==> src/rtl/shift_pipe.sv <==
// shift_pipe: three-stage pipelined barrel shifter
// logical / arithmetic / rotate modes with carry and zero flags
module shift_pipe #(
   parameter int WIDTH = 32,
   parameter int TAG_W = 4
) (
   input  logic             clk,
   input  logic             rst_n,
   input  logic             in_valid,
   output logic             in_ready,
   input  logic [WIDTH-1:0] in_arg,
   input  logic [WIDTH-1:0] in_amt,
   input  logic [1:0]       in_mode,
   input  logic [TAG_W-1:0] in_tag,
   output logic             out_valid,
   input  logic             out_ready,
   output logic [WIDTH-1:0] out_result,
   output logic             out_carry,
   output logic             out_zero,
   output logic [TAG_W-1:0] out_tag
);
   localparam int LG = $clog2(WIDTH);

   function automatic logic [WIDTH-1:0] rotl(
      input logic [WIDTH-1:0] a,
      input logic [LG-1:0]    k
   );
      logic [2*WIDTH-1:0] t;
      t = {a, a} << k;
      return t[2*WIDTH-1:WIDTH];
   endfunction

   function automatic logic [WIDTH-1:0] rotr(
      input logic [WIDTH-1:0] a,
      input logic [LG-1:0]    k
   );
      logic [2*WIDTH-1:0] t;
      t = {a, a} >> k;
      return t[WIDTH-1:0];
   endfunction

   logic ld1, ld2, ld3;
   logic s1_v_q, s2_v_q, s3_v_q;

   // a stage may load when empty or when its content moves on
   always_comb begin
      ld3 = !s3_v_q || out_ready;
      ld2 = !s2_v_q || ld3;
      ld1 = !s1_v_q || ld2;
   end

   assign in_ready = ld1;

   logic [WIDTH:0] amt_x, mag_d;
   logic           sat_d, eq_d;

   // magnitude at WIDTH+1 bits so the most-negative amount is exact
   always_comb begin
      amt_x = {in_amt[WIDTH-1], in_amt};
      mag_d = in_amt[WIDTH-1] ? (~amt_x + (WIDTH+1)'(1)) : amt_x;
      sat_d = mag_d >= (WIDTH+1)'(WIDTH);
      eq_d  = mag_d == (WIDTH+1)'(WIDTH);
   end

   logic [WIDTH-1:0] s1_arg_q;
   logic [LG-1:0]    s1_amt_q;
   logic             s1_dir_q, s1_sat_q, s1_eq_q;
   logic [1:0]       s1_mode_q;
   logic [TAG_W-1:0] s1_tag_q;

   // S1: register decoded request
   always_ff @(posedge clk or negedge rst_n) begin
      if (!rst_n) begin
         s1_v_q    <= 1'b0;
         s1_arg_q  <= '0;
         s1_amt_q  <= '0;
         s1_dir_q  <= 1'b0;
         s1_sat_q  <= 1'b0;
         s1_eq_q   <= 1'b0;
         s1_mode_q <= '0;
         s1_tag_q  <= '0;
      end else begin
         if (ld1) s1_v_q <= in_valid;
         if (ld1 && in_valid) begin
            s1_arg_q  <= in_arg;
            s1_amt_q  <= mag_d[LG-1:0];
            s1_dir_q  <= in_amt[WIDTH-1];
            s1_sat_q  <= sat_d;
            s1_eq_q   <= eq_d;
            s1_mode_q <= in_mode;
            s1_tag_q  <= in_tag;
         end
      end
   end

   logic [LG-1:0]         crs;
   logic [WIDTH:0]        rsrc, s2_val_d;
   logic signed [WIDTH:0] sra1;

   // coarse shift by multiples of 4; a guard bit catches the carry
   always_comb begin
      crs      = {s1_amt_q[LG-1:2], 2'b00};
      rsrc     = {s1_arg_q, 1'b0};
      sra1     = $signed(rsrc) >>> crs;
      s2_val_d = {1'b0, s1_arg_q};
      unique case (s1_mode_q)
         2'b10: begin
            if (s1_dir_q) s2_val_d = {1'b0, rotr(s1_arg_q, crs)};
            else          s2_val_d = {1'b0, rotl(s1_arg_q, crs)};
         end
         2'b11: s2_val_d = {1'b0, s1_arg_q};
         2'b01: begin
            if (s1_dir_q) s2_val_d = sra1;
            else          s2_val_d = {1'b0, s1_arg_q} << crs;
         end
         default: begin
            if (s1_dir_q) s2_val_d = rsrc >> crs;
            else          s2_val_d = {1'b0, s1_arg_q} << crs;
         end
      endcase
   end

   logic [WIDTH:0]   s2_val_q;
   logic [1:0]       s2_fine_q, s2_mode_q;
   logic             s2_dir_q, s2_sat_q, s2_eq_q, s2_nz_q;
   logic             s2_msb_q, s2_lsb_q;
   logic [TAG_W-1:0] s2_tag_q;

   // S2: register coarse result and what S3 still needs
   always_ff @(posedge clk or negedge rst_n) begin
      if (!rst_n) begin
         s2_v_q    <= 1'b0;
         s2_val_q  <= '0;
         s2_fine_q <= '0;
         s2_mode_q <= '0;
         s2_dir_q  <= 1'b0;
         s2_sat_q  <= 1'b0;
         s2_eq_q   <= 1'b0;
         s2_nz_q   <= 1'b0;
         s2_msb_q  <= 1'b0;
         s2_lsb_q  <= 1'b0;
         s2_tag_q  <= '0;
      end else begin
         if (ld2) s2_v_q <= s1_v_q;
         if (ld2 && s1_v_q) begin
            s2_val_q  <= s2_val_d;
            s2_fine_q <= s1_amt_q[1:0];
            s2_mode_q <= s1_mode_q;
            s2_dir_q  <= s1_dir_q;
            s2_sat_q  <= s1_sat_q;
            s2_eq_q   <= s1_eq_q;
            s2_nz_q   <= |s1_amt_q;
            s2_msb_q  <= s1_arg_q[WIDTH-1];
            s2_lsb_q  <= s1_arg_q[0];
            s2_tag_q  <= s1_tag_q;
         end
      end
   end

   logic [LG-1:0]         fin;
   logic [WIDTH:0]        shl, shr;
   logic signed [WIDTH:0] sra2;
   logic [WIDTH-1:0]      rot, s3_res_d;
   logic                  s3_cy_d;

   // fine shift, saturation and carry selection
   always_comb begin
      fin      = LG'(s2_fine_q);
      shl      = s2_val_q << s2_fine_q;
      shr      = s2_val_q >> s2_fine_q;
      sra2     = $signed(s2_val_q) >>> s2_fine_q;
      rot      = s2_dir_q ? rotr(s2_val_q[WIDTH-1:0], fin)
                          : rotl(s2_val_q[WIDTH-1:0], fin);
      s3_res_d = s2_val_q[WIDTH-1:0];
      s3_cy_d  = 1'b0;
      unique case (s2_mode_q)
         2'b10: begin
            s3_res_d = rot;
            s3_cy_d  = s2_nz_q & (s2_dir_q ? rot[WIDTH-1] : rot[0]);
         end
         2'b11: begin
            s3_res_d = s2_val_q[WIDTH-1:0];
            s3_cy_d  = 1'b0;
         end
         default: begin
            if (!s2_dir_q)        {s3_cy_d, s3_res_d} = shl;
            else if (s2_mode_q[0]) {s3_res_d, s3_cy_d} = sra2;
            else                  {s3_res_d, s3_cy_d} = shr;
            if (s2_sat_q) begin
               if (s2_mode_q[0] && s2_dir_q) begin
                  s3_res_d = {WIDTH{s2_msb_q}};
                  s3_cy_d  = s2_msb_q;
               end else begin
                  s3_res_d = '0;
                  s3_cy_d  = s2_eq_q & (s2_dir_q ? s2_msb_q : s2_lsb_q);
               end
            end
         end
      endcase
   end

   logic [WIDTH-1:0] s3_res_q;
   logic             s3_cy_q, s3_zero_q;
   logic [TAG_W-1:0] s3_tag_q;

   // S3: registered outputs, held while the consumer stalls
   always_ff @(posedge clk or negedge rst_n) begin
      if (!rst_n) begin
         s3_v_q    <= 1'b0;
         s3_res_q  <= '0;
         s3_cy_q   <= 1'b0;
         s3_zero_q <= 1'b0;
         s3_tag_q  <= '0;
      end else begin
         if (ld3) s3_v_q <= s2_v_q;
         if (ld3 && s2_v_q) begin
            s3_res_q  <= s3_res_d;
            s3_cy_q   <= s3_cy_d;
            s3_zero_q <= s3_res_d == '0;
            s3_tag_q  <= s2_tag_q;
         end
      end
   end

   assign out_valid  = s3_v_q;
   assign out_result = s3_res_q;
   assign out_carry  = s3_cy_q;
   assign out_zero   = s3_zero_q;
   assign out_tag    = s3_tag_q;
endmodule

==> config.mk <==
export PLATFORM = sky130hd
export DESIGN_NAME = shift_pipe
export DESIGN_NICKNAME = d
export VERILOG_FILES = /design/src/rtl/shift_pipe.sv
export SDC_FILE = /design/constraint.sdc
export NUM_CORES = 1
export LEC_CHECK = 0
export CORE_ASPECT_RATIO = 2
export CORE_UTILIZATION = 50
export DETAILED_ROUTE_END_ITERATION = 8
export PLACE_DENSITY = 0.68
export SLEW_MARGIN = 5
export SYNTH_ARGS = -nofsm -noshare
export SYNTH_HDL_FRONTEND = slang
export SYNTH_SLANG_ARGS = --single-unit
==> constraint.sdc <==
create_clock -name clk -period 7.67 [get_ports clk]
set_input_delay 1.534 -clock clk [delete_from_list [all_inputs] [get_ports clk]]
set_output_delay 1.534 -clock clk [all_outputs]
set_load 0.005 [all_outputs]
# [Word level (Yosys, flattened, before mapping)]
# Index checks and enable logic that the tools add are counted.
[classes] addsub=1 n_lt_le_gt_ge=1 eq_ne=6 shifts=10 n_mux=18 bitwise_logic=3 n_reduce_logical=12
[ops] op="two-way mux 32 bit" count=6
[ops] op="two-way mux 33 bit" count=3
[ops] op="case mux 33 bit (3 select lines)" count=1
[ops] op="case mux 32 bit (2 select lines)" count=1
[ops] op="<< shifter 64 x 2 -> 64 bit" count=1
[ops] op="<< shifter 64 x 5 -> 64 bit" count=1
[ops] op="right shift 64 x 2 -> 32 bit" count=1
[ops] op="right shift 64 x 5 -> 32 bit" count=1
[ops] op="adder 33 x 1 -> 33 bit, second input constant" count=1
[ops] op="== test 33 x 6 -> 1 bit, second input constant" count=1
[ops] op="greater-or-equal comparator 33 x 6 -> 1 bit, second input constant" count=1
[ops] op="inverter 33 bit" count=1
[ops] op="<< shifter 32 x 5 -> 33 bit" count=1
[ops] op="<< shifter 33 x 2 -> 33 bit" count=1
[ops] op="right shift 33 x 2 -> 33 bit" count=1
[ops] op="right shift 33 x 5 -> 33 bit" count=1
[ops] op=">>> shifter 33 x 2 -> 33 bit" count=1
[ops] op=">>> shifter 33 x 5 -> 33 bit" count=1
[ops] op="logical NOT 32 bit" count=1
[ops] op="== test 2 bit, second input constant" count=4
[ops] op="two-way mux 1 bit" count=6
[ops] op="OR reduction 5 bit" count=1
[ops] op="logical AND 1 bit" count=4
[ops] op="logical NOT 1 bit" count=3
[ops] op="4 further kinds" count=7
[word_totals] reg_bits=134 output_inout_bits=40

# [Depth between registers and ports, before layout]
# Gate-level depths: netlist (run 1).
[logic_depth] ltp_word=6 ltp_mapped=12 ltp_nobuf=10

# [Least setup slack after synthesis (run 1)]
# Ideal clock, no wire load.
[synth_path] path_type="input port to flip-flop" startpoint="in in_amt[0]" endpoint="reg s1_sat_q" setup_ps=129 arrival_ps=4083 required_ps=7541 path_slack_ps=3458 path_stages=10 path_cell_list="inv_1 -> ha_1 -> or4b_4 -> nor4b_4 -> a31oi_1 -> nor4_1 -> a31oi_1 -> or4_1 -> nor4_2 -> a21oi_1"
[synth_between] elab_chain_cells=4
[synth_lines] element="from (decl)" line="12" source="input logic [WIDTH-1:0] in_amt,"
[synth_lines] element="inverter 33 bit" line="60" source="mag_d = in_amt[WIDTH-1] ? (~amt_x + (WIDTH+1)'(1)) : amt_x;"
[synth_lines] element="adder 33 x 1 -> 33 bit" line="60"
[synth_lines] element="two-way mux 33 bit *" line="60"
[synth_lines] element="greater-or-equal comparator 33 x 6 -> 1 bit *" line="61" source="sat_d = mag_d >= (WIDTH+1)'(WIDTH);"
[synth_lines] element="to (signal assigned)" line="88" source="s1_sat_q <= sat_d;"
[synth_lines] element="to (decl)" line="67" source="logic s1_dir_q, s1_sat_q, s1_eq_q;"
# Every way passes the cells marked *; elsewhere a longest branch is shown, timed or not.
# A chain may end at the register's enable or synchronous reset.

# [Final worst setup path (run 1)]
# Same ends and word-level chain as after synthesis.

==> flow_summary.json, run 1 <==
{
  "status": "completed",
  "clock_skew_ns": 0.0111,
  "cap_violations": 0,
  "synth_top_cells_by_count": "nand2_1 (231), nor2_1 (148), o21ai_0 (140), dfrtp_1 (134), clkbuf_1 (128)",
  "htree_levels": 4,
  "yosys_register_bits": 134,
  "fill_cells": 2387,
  "grt_pass1_vias": 13400,
  "avgRoutedWirePerCell_um": 24.8,
  "core_area_um2": 25100,
  "hp-class": "flop to flop",
  "dr.pass1.iters": 6,
  "register_area_um2": 3370,
  "tns_ns": 0,
  "yosys-top-cells-area": "dfrtp_1 (26%), mux2i_1 (9.1%), nand2_1 (6.8%), mux4_2 (6.7%), mux2_2 (6.6%)",
  "worstPathRequired_ns": 7.99,
  "ant_nets": 0,
  "vias_per_cell": 6.89,
  "async_flop_share": 1.00,
  "period_share": 0.623,
  "synth_sequential_area_ratio": 0.262,
  "numClockSinks": 134,
  "powerDensity_nw_per_um2": 310,
  "grt_pass1_wl_um": 76500,
  "ir_drop_mv": 0.196,
  "setup_viol": 0,
  "antenna_found_initial": 1,
  "yosysMostFrequentCell": "nand2_1",
  "hold_buffers": 0,
  "yosysWarnings": 0,
  "avgSynthCellArea_um2": 7.88,
  "start_util": 0.509,
  "p_leak_nw": 5.76,
  "fp.dieW_um": 115,
  "rows": 82,
  "post-cts-setup-buffers": 0,
  "timing.critical_path.fanout_max": 7,
  "dr_total_vias": 13600,
  "dp_hpwl_um": 34900,
  "finalHoldViolations": 0,
  "grt.total_usage": 0.388,
  "final_cell_count_no_fill": 1968,
  "yosysTopAreaCell": "dfrtp_1",
  "drcViolationCount": 0,
  "cp-end-kind": "flop",
  "synth_edf_count": 0,
  "cts_buffers": 17,
  "drive_gt1_frac": 0.121,
  "io_buffers": 113,
  "ys_types": 73,
  "holdWs_ns": 0.470,
  "dieArea_um2": 26300,
  "post-place-cells": 1936,
  "rsz0062_at_grt": "false",
  "multi_input_area_um2": 8680,
  "drtIter0Drc": 1388,
  "path_class": "input pin to flop",
  "timing.slew.headroom": 0.205,
  "cts-root-buf": "clkbuf_16",
  "worstPathArrival_ns": 5.10,
  "n_antenna_cell": 0,
  "clk_latency_ns": 0.45,
  "cts_buffer_depth": 2,
  "clk_pin_slew_worst_paths_ns": 0.06,
  "ioPinCount": 114,
  "synth_flop_cell": "dfrtp_1",
  "routed_wl_um": 48800,
  "tightest_slew_ns": 1.18,
  "clock.fmax_mhz": 209,
  "syn-cell-area_um2": 12800,
  "die_h_um": 228,
  "synthCells": 1624,
  "synth_top_area_frac": 0.262,
  "slew_violations": 0,
  "gr-total-overflow": 0,
  "syn2layout_area_growth_pct": 13.9,
  "cts-resized-gates": 0,
  "min_period_ns": 4.78,
  "syn_nets": 1699,
  "worstSetupStartpointType": "input pin",
  "place.gp.congestion": 1.05,
  "slowest_stage": "or4_1",
  "worstPathCellList": "clkdlybuf4s50_1 -> inv_1 -> ha_1 -> or4b_4 -> nor4b_4 -> a31oi_1 -> nor4_1 -> a31oi_1 -> or4_1 -> nor4_2 -> a21oi_1",
  "max_stage_delay_ns": 0.56,
  "cts_tree": "built",
  "fin_nets": 1694,
  "crit_top_cell": "a31oi_1",
  "grt_max_degree": 82
}
## layer usage
metal  routed length (µm)  track usage  up-vias
li1                     -            -     6033
met4                 4990        0.345        2
met5                   14            0        -
met2                24600        0.654      768
met3                 3430       0.0834      301
met1                15900        0.395     6462
## worst paths after layout
path / endpoint / cells after the start / slack (ns) / startpoint
worst max-delay path: s1_sat_q / 11 / 2.89 / in_amt[0]
worst min-delay path: s2_tag_q[0] / 2 / 0.47 / s1_tag_q[0]
worst max register to register: out_zero / 7 / 3.31 / s2_fine_q[0]
worst min register to register: s2_tag_q[0] / 2 / 0.47 / s1_tag_q[0]
max in group asynchronous: s1_amt_q[2] / 2 / 5.29 / rst_n
min in group asynchronous: out_result[14] / 1 / 1.13 / rst_n
## layout make-up
| type | instances | share of cell area |
|---|---|---|
| Clock inverter | 11 | 0.0118 |
| Clock buffer | 21 | 0.0316 |
| Sequential cell | 134 | 0.231 |
| Inverter | 33 | 0.00850 |
| Multi-Input combinational cell | 1291 | 0.596 |
| Tap cell | 336 | 0.0288 |
| Timing Repair Buffer | 142 | 0.0926 |
## state kept, by name, indices dropped and copies added, names as in the netlist
name and flops:
s2_nz_q 1, s1_dir_q 1, s1_sat_q 1, s2_dir_q 1, s1_eq_q 1, s1_tag_q 4, s1_v_q 1, s1_mode_q 2
s1_arg_q 32, s2_tag_q 4, out_result 32, s2_sat_q 1, s2_val_q 33, s2_fine_q 2, s1_amt_q 5, s2_msb_q 1
out_carry 1, s2_lsb_q 1, out_tag 4, out_valid 1, out_zero 1, s2_v_q 1, s2_mode_q 2, s2_eq_q 1
## metrics by stage
step,area [µm²],power [mW],utilization,worst slack [ns]
final,14600,4.52,0.580,2.89
after global routing,14600,4.78,0.580,2.72
after global placement,13900,3.50,0.555,2.50
after detailed placement,13900,3.54,0.555,2.45
after CTS,14600,4.45,0.580,2.91
after floorplan,12800,2.73,-,3.46
## cell usage in the layout (no fill, tap or decap), types with 8 or more instances in the layout
master             n
mux2i_1          117
a21o_1            21
nor2_1           148
a221oi_1          14
clkdlybuf4s50_1  112
nand3_1           27
o22ai_1           36
nor2b_1           13
o21ai_0          140
a311oi_1           8
mux4_2            38
a31oi_1           26
a22oi_1           10
mux2_2            75
a2111oi_0          8
o211ai_1          25
and2_1             9
clkbuf_16         17
nand2b_1          29
nor3_1            41
inv_1             27
a21oi_1           95
dfrtp_1          127
nand2_1          230
o311ai_0           9
a211oi_1          23
buf_4             29
nand4_1           13
## logic make-up (layout without fill, tap and decap cells)
| family | count (synthesis) | count (layout) | share of synthesized area |
|---|---|---|---|
| buffers and inverters | 199 | 207 | 0.0600 |
| DFF | 134 | 134 | 0.262 |
| AOI/OAI and AO/OA | 498 | 498 | 0.253 |
| xor gates and xnor gates | 6 | 6 | 0.00411 |
| muxes | 230 | 230 | 0.224 |
| and+or+nand+nor | 556 | 556 | 0.196 |
| adders and majority gates | 1 | 1 | 0.000977 |
## where the power goes
part           internal (mW)  leakage, nW  switching (mW)
clock network          0.562        0.296           0.329
logic                   1.02         3.86            1.29
registers              0.905         1.60           0.413
total                   2.49         5.76            2.03
## critical path: cells and delay by family
| family | cells | cell delay (ns) |
|---|---|---|
| AO/OA/AOI/OAI | 3 | 0.40 |
| adder cells (fa/ha/maj) | 1 | 0.24 |
| buffers and inverters | 2 | 0.56 |
| AND/OR/NAND/NOR | 5 | 2.37 |
No activity file was read; power rests on OpenSTA's default activity.
==> run 2, diff against run 1 <==
==> constraint.sdc (replaced) <==
create_clock -name clk -period 4.8 [get_ports clk]
set_input_delay 0.96 -clock clk [delete_from_list [all_inputs] [get_ports clk]]
set_output_delay 0.96 -clock clk [all_outputs]
set_load 0.005 [all_outputs]
==> run 2 against run 1 <==
Against the previous run: first-iteration DRC count up 26%; global-route usage grew 0.47 points; critical path type is now flop to flop; die area stayed put; clock skew is 0.0013 ns lower; sequential share of layout area down 0.13 points.
==> flow_summary.json, run 2 (synthesis results as in run 1) <==
{
  "io_buffers": 113,
  "avgRoutedWirePerCell_um": 25.1,
  "core_area_um2": 25100,
  "timing.critical_path.fanout_max": 27,
  "fp.dieW_um": 115,
  "r2r-start": "s2_dir_q",
  "post-cts-setup-buffers": 0,
  "hold_buffers": 0,
  "period_share": 0.893,
  "antenna_found_initial": 1,
  "fill_cells": 2361,
  "status": "completed",
  "cts-resized-gates": 0,
  "mostFrequentLayoutCell": "nand2_1",
  "ir_drop_mv": 0.324,
  "fin_nets": 1706,
  "power.total_mw": 7.23,
  "startpoint": "s2_dir_q",
  "cts-root-buf": "clkbuf_16",
  "place.gp.congestion": 0.971,
  "dr.pass1.iters": 8,
  "clock.fmax_mhz": 233,
  "drive_gt1_frac": 0.128,
  "max_stage_delay_ns": 1.15,
  "grt_pass1_vias": 13300,
  "routed_wl_um": 49700,
  "cts_tree": "built",
  "cts_buffers": 17,
  "tns_ns": 0,
  "dr_total_vias": 13600,
  "worstPathRequired_ns": 5.18,
  "min_period_ns": 4.29,
  "worstPathArrival_ns": 4.67,
  "layout_common_cells": "nand2_1 (230), nor2_1 (148), o21ai_0 (140)",
  "dp_hpwl_um": 36100,
  "path_class": "flop to flop",
  "grt_pass1_wl_um": 77300,
  "dieArea_um2": 26300,
  "powerDensity_nw_per_um2": 493,
  "n_antenna_cell": 0,
  "syn2layout_area_growth_pct": 14.5,
  "gr-total-overflow": 0,
  "tightest_slew_ns": 1.40,
  "p_leak_nw": 5.81,
  "ant_nets": 0,
  "slowest_stage": "nor4bb_1",
  "vias_per_cell": 6.85,
  "hp-class": "flop to flop",
  "htree_levels": 4,
  "timing.slew.headroom": 0.0646,
  "cp-end-kind": "flop",
  "cts_buffer_depth": 2,
  "clock_skew_ns": 0.00970,
  "grt_max_degree": 87,
  "finalHoldViolations": 0,
  "clk_latency_ns": 0.45,
  "drtIter0Drc": 1744,
  "numClockSinks": 134,
  "die_h_um": 228,
  "drcViolationCount": 0,
  "rows": 82,
  "worstPathCellList": "nand4_1 -> nand2b_1 -> o21ai_0 -> nand4b_1 -> nor4bb_1 -> a32o_1",
  "rsz0062_at_grt": "false",
  "largest_reg_flops": 33,
  "worstHoldStart": "s2_tag_q[3]",
  "largest_register": "s2_val_q",
  "start_util": 0.509,
  "setup_viol": 0,
  "ioPinCount": 114,
  "worstSetupStartpointType": "flop",
  "slew_violations": 0,
  "cap_violations": 0,
  "clk_pin_slew_worst_paths_ns": 0.06,
  "grt.total_usage": 0.393
}
run 2: metal layers:
metal | part of all wire | GRT usage | vias to the layer above
li1 | - | - | 6044
met1 | 0.33 | 0.409 | 6416
met2 | 0.50 | 0.661 | 807
met3 | 0.070 | 0.0855 | 303
met4 | 0.098 | 0.328 | 2
met5 | 0.00026 | 0 | -
run 2: final timing paths:
path | to | slack (ns) | cells past startpoint
max reg2reg | out_zero | 0.51 | 6
min | out_tag[3] | 0.46 | 2
min reg2reg | out_tag[3] | 0.46 | 2
min in group asynchronous | out_result[16] | 0.47 | 1
max | out_zero | 0.51 | 6
max in group asynchronous | out_result[26] | 3.42 | 2
run 2: area by class of cell:
type                            instances  area [µm²]  area share
Clock inverter                         13         170      0.0116
Sequential cell                       134        3370       0.230
Clock buffer                           19         443      0.0302
Timing Repair Buffer                  154        1450      0.0991
Inverter                               33         124     0.00845
Multi-Input combinational cell       1291        8680       0.592
Tap cell                              336         420      0.0287
run 2: critical path: cells and delay by family, from the launching register on:
kind	cells	cell delay, ns
AO/OA/AOI/OAI	2	0.93
flip-flops	1	0.63
AND/OR/NAND/NOR	4	2.64
run 2: per-stage QoR:
| stage | utilization | setup WS [ns] | hold WS, ns | std cells | area, µm² |
|---|---|---|---|---|---|
| 2_1_floorplan | - | 1.16 | 0.433 | 1624 | 12800 |
| 3_3_place_gp | 0.559 | 0.267 | 0.444 | 1948 | 14000 |
| 3_5_place_dp | 0.559 | 0.242 | 0.448 | 1948 | 14000 |
| 4_1_cts | 0.583 | 0.723 | 0.465 | 1980 | 14700 |
| 5_1_grt | 0.583 | 0.539 | 0.487 | 1980 | 14700 |
| 6_report | 0.583 | 0.515 | 0.463 | 1980 | 14700 |
run 2: report_power, final:
group / switching, mW / total [mW] / internal [mW]
Sequential: 0.707 / 2.15 / 1.44
Combinational: 2.04 / 3.69 / 1.65
Clock: 0.554 / 1.39 / 0.834
==> run 3, diff against run 2 <==
--- a/config.mk
+++ b/config.mk
@@ -8,6 +8,7 @@
 export CORE_ASPECT_RATIO = 2
 export CORE_UTILIZATION = 50
 export DETAILED_ROUTE_END_ITERATION = 8
+export HOLD_SLACK_MARGIN = 0.08
 export PLACE_DENSITY = 0.68
 export SLEW_MARGIN = 5
 export SYNTH_ARGS = -nofsm -noshare
==> results of run 3 <==
No change in the layout: final DEF, timing and power equal those of run 2.
